<file path="src/rtl/mssd_pkg.sv">
// Shared constants and state encoding for the MSSD frame scheduler.
package mssd_pkg;

    localparam int unsigned ADDR_W    = 2;
    localparam logic        START_BIT = 1'b0;
    localparam logic        IDLE_BIT  = 1'b1;
    localparam int unsigned HDR_BITS  = 7;

    typedef enum logic [2:0] {
        IDLE,
        START,
        ADDR,
        LEN,
        DATA,
        GAP
    } sched_state_t;

endpackage

</file>
<file path="src/rtl/mssd_rr_arbiter.sv">
// Combinational round-robin arbiter: first active request at or above ptr, wrapping modulo NREQ.
module mssd_rr_arbiter #(
    parameter int unsigned NREQ  = 4,
    parameter int unsigned PTR_W = $clog2(NREQ)
) (
    input  logic [NREQ-1:0]  req,
    input  logic [PTR_W-1:0] ptr,
    output logic [NREQ-1:0]  grant_c,
    output logic             valid_c
);

    logic             found;
    logic [PTR_W-1:0] j;

    always_comb begin
        grant_c = '0;
        found   = 1'b0;
        j       = '0;
        for (int unsigned k = 0; k < NREQ; k++) begin
            j = PTR_W'((32'(ptr) + k) % NREQ);
            if (!found && req[j]) begin
                grant_c[j] = 1'b1;
                found      = 1'b1;
            end
        end
        valid_c = found;
    end

endmodule

</file>
<file path="src/rtl/mssd_frame_sched.sv">
// Round-robin frame scheduler serialising requester frames onto the MSSD serial line.
// Optional MSSD_SCHED_GAP_EN inserts GAP_CYCLES idle cycles after every frame.
module mssd_frame_sched
    import mssd_pkg::*;
#(
    parameter int unsigned NREQ       = 4,
    parameter int unsigned LEN_W      = 4,
    parameter int unsigned GAP_CYCLES = 2
) (
    input  logic                                clk,
    input  logic                                rst,
    input  logic [NREQ-1:0]                     req,
    input  logic [NREQ*ADDR_W-1:0]              dest,
    input  logic [NREQ*LEN_W-1:0]               len,
    input  logic [NREQ*((1 << LEN_W) - 1)-1:0]  data,
    output logic [NREQ-1:0]                     gnt,
    output logic [NREQ-1:0]                     done,
    output logic                                serOut,
    output logic                                busy
);

    localparam int unsigned PTR_W  = $clog2(NREQ);
    localparam int unsigned DATA_W = (1 << LEN_W) - 1;
    localparam int unsigned HDR_W  = ADDR_W + LEN_W;

    sched_state_t      state_q, state_d;
    logic [LEN_W-1:0]  cnt_q, cnt_d;
    logic [HDR_W-1:0]  hdr_q, hdr_d;
    logic [LEN_W-1:0]  len_q, len_d;
    logic [DATA_W-1:0] sh_q, sh_d;
    logic [NREQ-1:0]   owner_q, owner_d;
    logic [PTR_W-1:0]  ptr_q, ptr_d;
    logic [NREQ-1:0]   gnt_d, done_d;
    logic              ser_d, busy_d;
    logic              last_c;

    logic [NREQ-1:0]   grant_c;
    logic              valid_c;
    logic [PTR_W-1:0]  win_c;

`ifdef MSSD_SCHED_GAP_EN
    localparam int unsigned GAP_W = (GAP_CYCLES > 1) ? $clog2(GAP_CYCLES) : 1;
    logic [GAP_W-1:0] gap_q, gap_d;
`else
    logic unused_gap;
    assign unused_gap = ^GAP_CYCLES;
`endif

    mssd_rr_arbiter #(
        .NREQ  (NREQ),
        .PTR_W (PTR_W)
    ) u_arb (
        .req     (req),
        .ptr     (ptr_q),
        .grant_c (grant_c),
        .valid_c (valid_c)
    );

    // Winner index for field selection and pointer update
    always_comb begin
        win_c = '0;
        for (int unsigned k = 0; k < NREQ; k++) begin
            if (grant_c[k]) win_c = PTR_W'(k);
        end
    end

    // Next state; header goes out MSB first from a shift copy, payload LSB first
    always_comb begin
        state_d = state_q;
        cnt_d   = cnt_q;
        hdr_d   = hdr_q;
        len_d   = len_q;
        sh_d    = sh_q;
        owner_d = owner_q;
        ptr_d   = ptr_q;
        gnt_d   = '0;
        done_d  = '0;
        ser_d   = IDLE_BIT;
        last_c  = 1'b0;
`ifdef MSSD_SCHED_GAP_EN
        gap_d   = gap_q;
`endif
        case (state_q)
            IDLE: begin
                if (valid_c) begin
                    state_d = START;
                    ser_d   = START_BIT;
                    gnt_d   = grant_c;
                    owner_d = grant_c;
                    hdr_d   = {dest[32'(win_c)*ADDR_W +: ADDR_W], len[32'(win_c)*LEN_W +: LEN_W]};
                    len_d   = len[32'(win_c)*LEN_W +: LEN_W];
                    sh_d    = data[32'(win_c)*DATA_W +: DATA_W];
                    ptr_d   = (32'(win_c) == NREQ - 1) ? '0 : win_c + PTR_W'(1);
                end
            end
            START: begin
                state_d = ADDR;
                cnt_d   = LEN_W'(ADDR_W - 1);
                ser_d   = hdr_q[HDR_W-1];
                hdr_d   = hdr_q << 1;
            end
            ADDR: begin
                ser_d = hdr_q[HDR_W-1];
                hdr_d = hdr_q << 1;
                if (cnt_q == '0) begin
                    state_d = LEN;
                    cnt_d   = LEN_W'(LEN_W - 1);
                end else begin
                    cnt_d = cnt_q - LEN_W'(1);
                end
            end
            LEN: begin
                if (cnt_q != '0) begin
                    ser_d = hdr_q[HDR_W-1];
                    hdr_d = hdr_q << 1;
                    cnt_d = cnt_q - LEN_W'(1);
                end else if (len_q == '0) begin
                    last_c = 1'b1;
                end else begin
                    state_d = DATA;
                    ser_d   = sh_q[0];
                    sh_d    = sh_q >> 1;
                    cnt_d   = len_q - LEN_W'(1);
                end
            end
            DATA: begin
                if (cnt_q == '0) begin
                    last_c = 1'b1;
                end else begin
                    ser_d = sh_q[0];
                    sh_d  = sh_q >> 1;
                    cnt_d = cnt_q - LEN_W'(1);
                end
            end
            GAP: begin
`ifdef MSSD_SCHED_GAP_EN
                if (gap_q == '0) state_d = IDLE;
                else             gap_d   = gap_q - GAP_W'(1);
`else
                state_d = IDLE;
`endif
            end
            default: state_d = IDLE;
        endcase

        // Frame complete: report to owner and drop back to the line-idle side
        if (last_c) begin
            done_d = owner_q;
`ifdef MSSD_SCHED_GAP_EN
            state_d = GAP;
            gap_d   = GAP_W'(GAP_CYCLES - 1);
`else
            state_d = IDLE;
`endif
        end

        busy_d = (state_d == START) || (state_d == ADDR) ||
                 (state_d == LEN)   || (state_d == DATA);
    end

    always_ff @(posedge clk) begin
        if (rst) begin
            state_q <= IDLE;
            cnt_q   <= '0;
            hdr_q   <= '0;
            len_q   <= '0;
            sh_q    <= '0;
            owner_q <= '0;
            ptr_q   <= '0;
            gnt     <= '0;
            done    <= '0;
            serOut  <= IDLE_BIT;
            busy    <= 1'b0;
`ifdef MSSD_SCHED_GAP_EN
            gap_q   <= '0;
`endif
        end else begin
            state_q <= state_d;
            cnt_q   <= cnt_d;
            hdr_q   <= hdr_d;
            len_q   <= len_d;
            sh_q    <= sh_d;
            owner_q <= owner_d;
            ptr_q   <= ptr_d;
            gnt     <= gnt_d;
            done    <= done_d;
            serOut  <= ser_d;
            busy    <= busy_d;
`ifdef MSSD_SCHED_GAP_EN
            gap_q   <= gap_d;
`endif
        end
    end

endmodule

</file>
<file path="config.mk">
export PLATFORM = sky130hd
export DESIGN_NAME = mssd_frame_sched
export DESIGN_NICKNAME = d
export VERILOG_FILES = /design/src/rtl/mssd_pkg.sv /design/src/rtl/mssd_rr_arbiter.sv /design/src/rtl/mssd_frame_sched.sv
export SDC_FILE = /design/constraint.sdc
export NUM_CORES = 1
export LEC_CHECK = 0
export CORE_UTILIZATION = 30
export DETAILED_ROUTE_END_ITERATION = 6
export GPL_ROUTABILITY_DRIVEN = 0
export HOLD_SLACK_MARGIN = 0.03
export PLACE_DENSITY_LB_ADDON = 0.12
export SETUP_SLACK_MARGIN = 0.05
export SLEW_MARGIN = 20
export SYNTH_ARGS = -nofsm -noshare
export SYNTH_HDL_FRONTEND = slang
export SYNTH_SLANG_ARGS = --single-unit
</file>
<file path="constraint.sdc">
create_clock -name clk -period 4.8 [get_ports clk]
set_clock_uncertainty 0.15 [all_clocks]
set_input_delay 0.96 -clock clk [delete_from_list [all_inputs] [get_ports clk]]
set_output_delay 0.96 -clock clk [all_outputs]
set_load 0.01 [all_outputs]
</file>
==> flow_summary.toml, run 1 <==
[synthesis]
synth.ff_latch_count = 48
syn_area_um2 = 3080
synthTopCellsByCount = "sky130_fd_sc_hd__dfxtp_1 (48), sky130_fd_sc_hd__nand2_1 (37), sky130_fd_sc_hd__nor2_1 (32), sky130_fd_sc_hd__o21ai_0 (26), sky130_fd_sc_hd__a221oi_1 (22)"
synth_area_leader_cell = "sky130_fd_sc_hd__dfxtp_1"
syn_nets = 463
yosysMostFrequentCell = "sky130_fd_sc_hd__dfxtp_1"
syn_avg_cell_area_um2 = 8.47
post_synth_main_area_contributors = "sky130_fd_sc_hd__dfxtp_1 (31%), sky130_fd_sc_hd__a221oi_1 (6.3%), sky130_fd_sc_hd__o221ai_1 (5.4%), sky130_fd_sc_hd__nand2_1 (4.5%), sky130_fd_sc_hd__o21ai_0 (4.2%)"
synth_ff_type = "sky130_fd_sc_hd__dfxtp_1"
synth_largest_type_area_fraction_pct = 31.2
synth-seq-area-share_pct = 31.2
synth_async_sr_flop_share_pct = 0
synthCells = 364
number_of_enable_flip_flop_cells_after_synthesis = 0
synth_warnings = 0
synth_cell_types = 61

[layout]
fillCellCount = 985
area_growth_pct = 39.3
antennaDiodeCount = 0
fin_cells = 588
drive_gt1_share_pct = 8.35
fin_nets = 553

[global_route]
track_usage_pct = 19.4
grt.overflow.total = 0
grt_pass1_wl_um = 15900
grt_pass1_vias = 3141
maximum_number_of_pins_on_one_net_before_global_route_repair = 36
antenna_found_initial = 0

[place]
number_of_port_buffers = 99
detailedPlace.worstSlack_ps = 465
placed_cells = 580
detailed_place_hpwl_um = 7330

[setup_path]
crit_required_ps = 4860
crit_family = "compound AO/OA/AOI/OAI gates"
critical_path_buf_inv_count = 2
critical_path.startpoint_type = "input port"
worstRegToRegCells = 10
total_number_of_cells_along_the_worst_setup_path = 9
crit_type = "in -> reg"
crit_arrival_ps = 4060
critPathMaxFanout = 14
critical_path_cell_sequence = "clkdlybuf4s50_1 > or3b_1 > a2111oi_0 > or2_1 > o2bb2ai_2 > and2_1 > buf_4 > o221ai_1 > a221oi_1"
worstSetupEndpointType = "register"
crit_path_top_delay_cell = "sky130_fd_sc_hd__clkdlybuf4s50_1"
crit_path_max_incr_delay_ps = 570

[sta]
timing.fmax_mhz = 250
setup_ws_ps = 802
report.final.slew_viol_count = 0
maxSlewHeadroom_pct = 31.4
layout_min_cycle_time_ps = 4000
worstMarginPinSlew_ps = 1030
setup-tns-final_ps = 0
final_min_period_over_clock_period_pct = 83.3
rsz0062_at_grt = "false"
finalSetupViolCount = 0
report.final.hold_viol_count = 0

[pwr]
switching_share_pct = 49.2
ir_worst_vdd_mv = 0.210
power.share.clock_pct = 9.0
static_leak_uw = 0.00148
internal_power_uw = 1460
power_uw = 2870
power.net_switching_uw = 1410
pwr-share-seq_pct = 22.0
power.share.combinational_pct = 69.0
power_per_cell_area_nw_per_um2 = 668

[clock_network]
postCtsResizedCells = 0
cts_hold_buf = 0
h_tree_lvl_count = 2
clock_latency_ps = 300
cts.repair_timing.setup_buffer_count = 0
number_of_sinks_on_the_clock_net = 48
clk_pin_slew_worst_paths_ps = 90
clk_root_buffer_cell = "sky130_fd_sc_hd__clkbuf_8"
clockBufferDepth = 2
cts_made_buffers = 5
clock_tree_from_tritoncts = "yes"

[drt]
viasPerCell = 5.57
detailedRoute.firstIterationViolations = 140
residual_drc_count = 0
routedWlPerCell_um = 17.0
route.final.wire_length_um = 9980
firstDrtPassIters = 4
route.antenna.remaining_nets = 0
route.vias.total = 3278

[floorplan]
fp.dieArea_um2 = 10700
io_pins = 100
initial_core_util_pct = 31.2
fp.dieW_um = 103
fp-row-count = 36
design.core.area_um2 = 9860
die-height_um = 103

[worst_hold_path]
hold_class = "reg -> reg"
timing.hold.worst_path_depth = 2

[job]
number_of_maximum_capacitance_violations = 0

[outcome]
outcome = "completed"
==> power by group through the flow <==
stage / registers, uW / clock network, uW / logic [uW]
after CTS: 629 / 264 / 1980
after global placement: 635 / 0 / 1940
final: 630 / 259 / 1980
after detailed placement: 637 / 0 / 1970
after global routing: 648 / 279 / 2180
after floorplan: 607 / 0 / 1490
==> layout by cell type, fill, tap and decap left out, drive strengths merged, types with 3 or more instances in the layout <==
| cell | synthesis | final |
|---|---|---|
| clkdlybuf4s50 | 0 | 99 |
| dfxtp | 48 | 48 |
| nand2 | 37 | 37 |
| nor2 | 33 | 33 |
| a221oi | 29 | 29 |
| o21ai | 27 | 27 |
| o221ai | 19 | 19 |
| a21oi | 19 | 19 |
| inv | 12 | 12 |
| nor2b | 11 | 11 |
| buf | 10 | 10 |
| nor3 | 9 | 9 |
| ha | 9 | 9 |
| clkbuf | 16 | 8 |
| o22ai | 7 | 7 |
| a31oi | 6 | 6 |
| and2 | 5 | 5 |
| mux2i | 5 | 5 |
| a211o | 5 | 5 |
| a22oi | 4 | 4 |
| a2111oi | 4 | 4 |
| nand2b | 3 | 3 |
| nor3b | 3 | 3 |
| a211oi | 3 | 3 |
| o2bb2ai | 3 | 3 |
==> registers in the layout, summed over array words and instances (netlist names) <==
| register | count |
|---|---|
| sh_q | 15 |
| len_q | 4 |
| cnt_q | 4 |
| gnt | 4 |
| serOut | 1 |
| hdr_q | 6 |
| busy | 1 |
| done | 4 |
| owner_q | 4 |
| ptr_q | 2 |
| state_q | 3 |
==> layer usage <==
metal | vias to the layer above | GRT usage [%] | routed length (um)
li1 | 1582 | - | -
met1 | 1551 | 25.1 | 4550
met2 | 134 | 32.1 | 4580
met3 | 11 | 4.84 | 738
met4 | 0 | 5.53 | 125
met5 | - | 0 | 0
==> kinds of logic (layout without fill, tap and decap cells) <==
group / Yosys count / after routing / synth area share, %
xor+xnor: 4 / 4 / 1.14
flops: 48 / 48 / 31.2
fa+ha+maj: 9 / 9 / 3.65
mux: 7 / 7 / 2.84
simple gates: 114 / 114 / 17.6
buf+inv: 38 / 129 / 5.44
compound gates: 144 / 144 / 38.2
==> path summary, 6_finish.rpt <==
check	start	to	slack [ps]
max	req[2]	sh_q[4]$_SDFFE_PP0P_	800
min	owner_q[0]$_SDFFE_PP0P_	done[0]$_SDFF_PP0_	300
max reg2reg	ptr_q[1]$_SDFFE_PP0P_	sh_q[4]$_SDFFE_PP0P_	950
min reg2reg	owner_q[0]$_SDFFE_PP0P_	done[0]$_SDFF_PP0_	300
==> tightest hold or removal path, cell delays in order (launching register included) <==
cell	delay, ps
sky130_fd_sc_hd__dfxtp_1	310
sky130_fd_sc_hd__nand2_1	70
sky130_fd_sc_hd__nor2_1	40
==> metrics by stage <==
step	util [%]	cell area [um2]	hold slack (ps)
after floorplan	-	3080	269
after global placement	42.6	4200	283
after detailed placement	42.6	4200	288
after CTS	43.5	4290	299
after global routing	43.5	4290	327
final	43.5	4290	301
==> layout make-up <==
| class | instances | area [um2] | area share (%) |
|---|---|---|---|
| Multi-Input combinational cell | 278 | 1970 | 45.8 |
| Timing Repair Buffer | 109 | 1070 | 24.8 |
| Sequential cell | 48 | 961 | 22.4 |
| Tap cell | 133 | 166 | 3.88 |
| Clock buffer | 8 | 90.1 | 2.10 |
| Inverter | 12 | 45.0 | 1.05 |
No activity file was read; power rests on OpenSTA's default activity.
==> run 2: changes to the inputs <==
Clock period 4.8 ns to 3.9 ns, I/O delays scaled along.
==> flow_summary.toml, run 2 (same netlist as run 1, synthesis figures left out) <==
[outcome]
outcome = "completed"

[clock_network]
number_of_sinks_on_the_clock_net = 48
clk_pin_slew_worst_paths_ps = 90
clock_tree_from_tritoncts = "yes"
clk_root_buffer_cell = "sky130_fd_sc_hd__clkbuf_8"
cts_hold_buf = 0
clockBufferDepth = 2
cts_made_buffers = 5
postCtsResizedCells = 0
cts.repair_timing.setup_buffer_count = 0
clock_latency_ps = 300
h_tree_lvl_count = 2

[layout]
fin_nets = 565
regArea_um2 = 961
reg_top3 = "sh_q: 15 flops, hdr_q: 6 flops"
drive_gt1_share_pct = 11.1
antennaDiodeCount = 0
area_growth_pct = 43.4
layout.cells.most_common = "sky130_fd_sc_hd__clkdlybuf4s50_1"
multiInputGateArea_um2 = 1970
fin_cells = 600
fillCellCount = 975
largest_register = "sh_q"
final_cell_mix = "sky130_fd_sc_hd__clkdlybuf4s50_1 (99), sky130_fd_sc_hd__dfxtp_1 (48), sky130_fd_sc_hd__nand2_1 (37)"
largest_register_ff_count = 15
final_area_um2 = 4420

[pwr]
static_leak_uw = 0.00156
power_per_cell_area_nw_per_um2 = 852
ir_worst_vdd_mv = 0.375

[global_route]
grt_pass1_vias = 3218
grt_pass1_wl_um = 15900
antenna_found_initial = 0
track_usage_pct = 19.3
maximum_number_of_pins_on_one_net_before_global_route_repair = 26
grt.overflow.total = 0

[job]
number_of_maximum_capacitance_violations = 0

[drt]
route.final.wire_length_um = 9850
residual_drc_count = 0
viasPerCell = 5.50
detailedRoute.firstIterationViolations = 226
route.antenna.remaining_nets = 0
route.vias.total = 3301
routedWlPerCell_um = 16.4
firstDrtPassIters = 4

[place]
detailed_place_hpwl_um = 7260
number_of_port_buffers = 99
placed_cells = 592
place_area_um2 = 4290

[sta]
rsz0062_at_grt = "false"
report.final.slew_viol_count = 0
setup-tns-final_ps = 0
worstMarginPinSlew_ps = 1030
timing.fmax_mhz = 277
maxSlewHeadroom_pct = 31.1
finalSetupViolCount = 0
report.final.hold_viol_count = 0
final_min_period_over_clock_period_pct = 92.5
layout_min_cycle_time_ps = 3610

[floorplan]
fp.dieW_um = 103
fp-row-count = 36
initial_core_util_pct = 31.2
die-height_um = 103
fp.dieArea_um2 = 10700
io_pins = 100
design.core.area_um2 = 9860

[setup_path]
worstSetupEndpointType = "register"
critical_path_cell_sequence = "clkdlybuf4s50_1 > or3b_1 > a2111oi_0 > or2_1 > a2bb2oi_4 > nor2_2 > a221oi_1 > a221oi_2"
crit_type = "in -> reg"
critical_path_buf_inv_count = 1
crit_path_top_delay_cell = "sky130_fd_sc_hd__clkdlybuf4s50_1"
crit_required_ps = 3960
crit_arrival_ps = 3670
critPathMaxFanout = 14
crit_family = "simple AND/OR/NAND/NOR gates"
crit_path_max_incr_delay_ps = 580
critical_path.startpoint_type = "input port"

[worst_hold_path]
hold_class = "reg -> reg"
-- run 2: worst paths after layout --
| check | startpoint | cells past startpoint | end | slack, ps |
|---|---|---|---|---|
| max | req[2] | 8 | sh_q[8]$_SDFFE_PP0P_ | 290 |
| max reg2reg | ptr_q[0]$_SDFFE_PP0P_ | 9 | sh_q[8]$_SDFFE_PP0P_ | 510 |
| min | owner_q[0]$_SDFFE_PP0P_ | 2 | done[0]$_SDFF_PP0_ | 300 |
| min reg2reg | owner_q[0]$_SDFFE_PP0P_ | 2 | done[0]$_SDFF_PP0_ | 300 |
-- run 2: cell type report --
cell class	count	share of cell area, %
Multi-Input combinational cell	278	44.5
Timing Repair Buffer	121	26.2
Sequential cell	48	21.7
Tap cell	133	3.76
Clock buffer	7	2.18
Inverter	12	1.02
Clock inverter	1	0.679
-- run 2: worst reg2reg max path, delay by kind of cell (launching register included) --
| kind | cells | cell delay (ps) |
|---|---|---|
| AND/OR/NAND/NOR | 3 | 1250 |
| AO/OA/AOI/OAI | 4 | 1080 |
| adder cells (fa/ha/maj) | 1 | 400 |
| flip-flops | 1 | 340 |
| buffers and inverters | 1 | 100 |
-- run 2: stage by stage --
stage          hold slack, ps  util [%]  power, uW  setup WS [ps]
2_1_floorplan             269         -       2580            659
3_3_place_gp              282      43.5       3320            122
3_5_place_dp              287      43.5       3360           20.9
6_report                  298      44.8       3770            294
5_1_grt                   340      44.8       4070            127
4_1_cts                   299      44.8       3780            349
-- run 2: per-layer routing --
layer	track usage, %	vias up	share of wire (%)
met3	4.44	7	7.2
met2	31.5	141	45
met1	25.7	1541	47
met4	4.88	0	0.81
met5	0	-	0
li1	-	1612	-
-- run 2: report_power, final --
| group | internal (uW) | leakage [uW] | total, uW | switching [uW] |
|---|---|---|---|---|
| sequential | 659 | 0.000396 | 764 | 105 |
| clock | 226 | 0.0000645 | 398 | 172 |
| combinational | 1090 | 0.00110 | 2600 | 1510 |
| total | 1980 | 0.00156 | 3770 | 1790 |
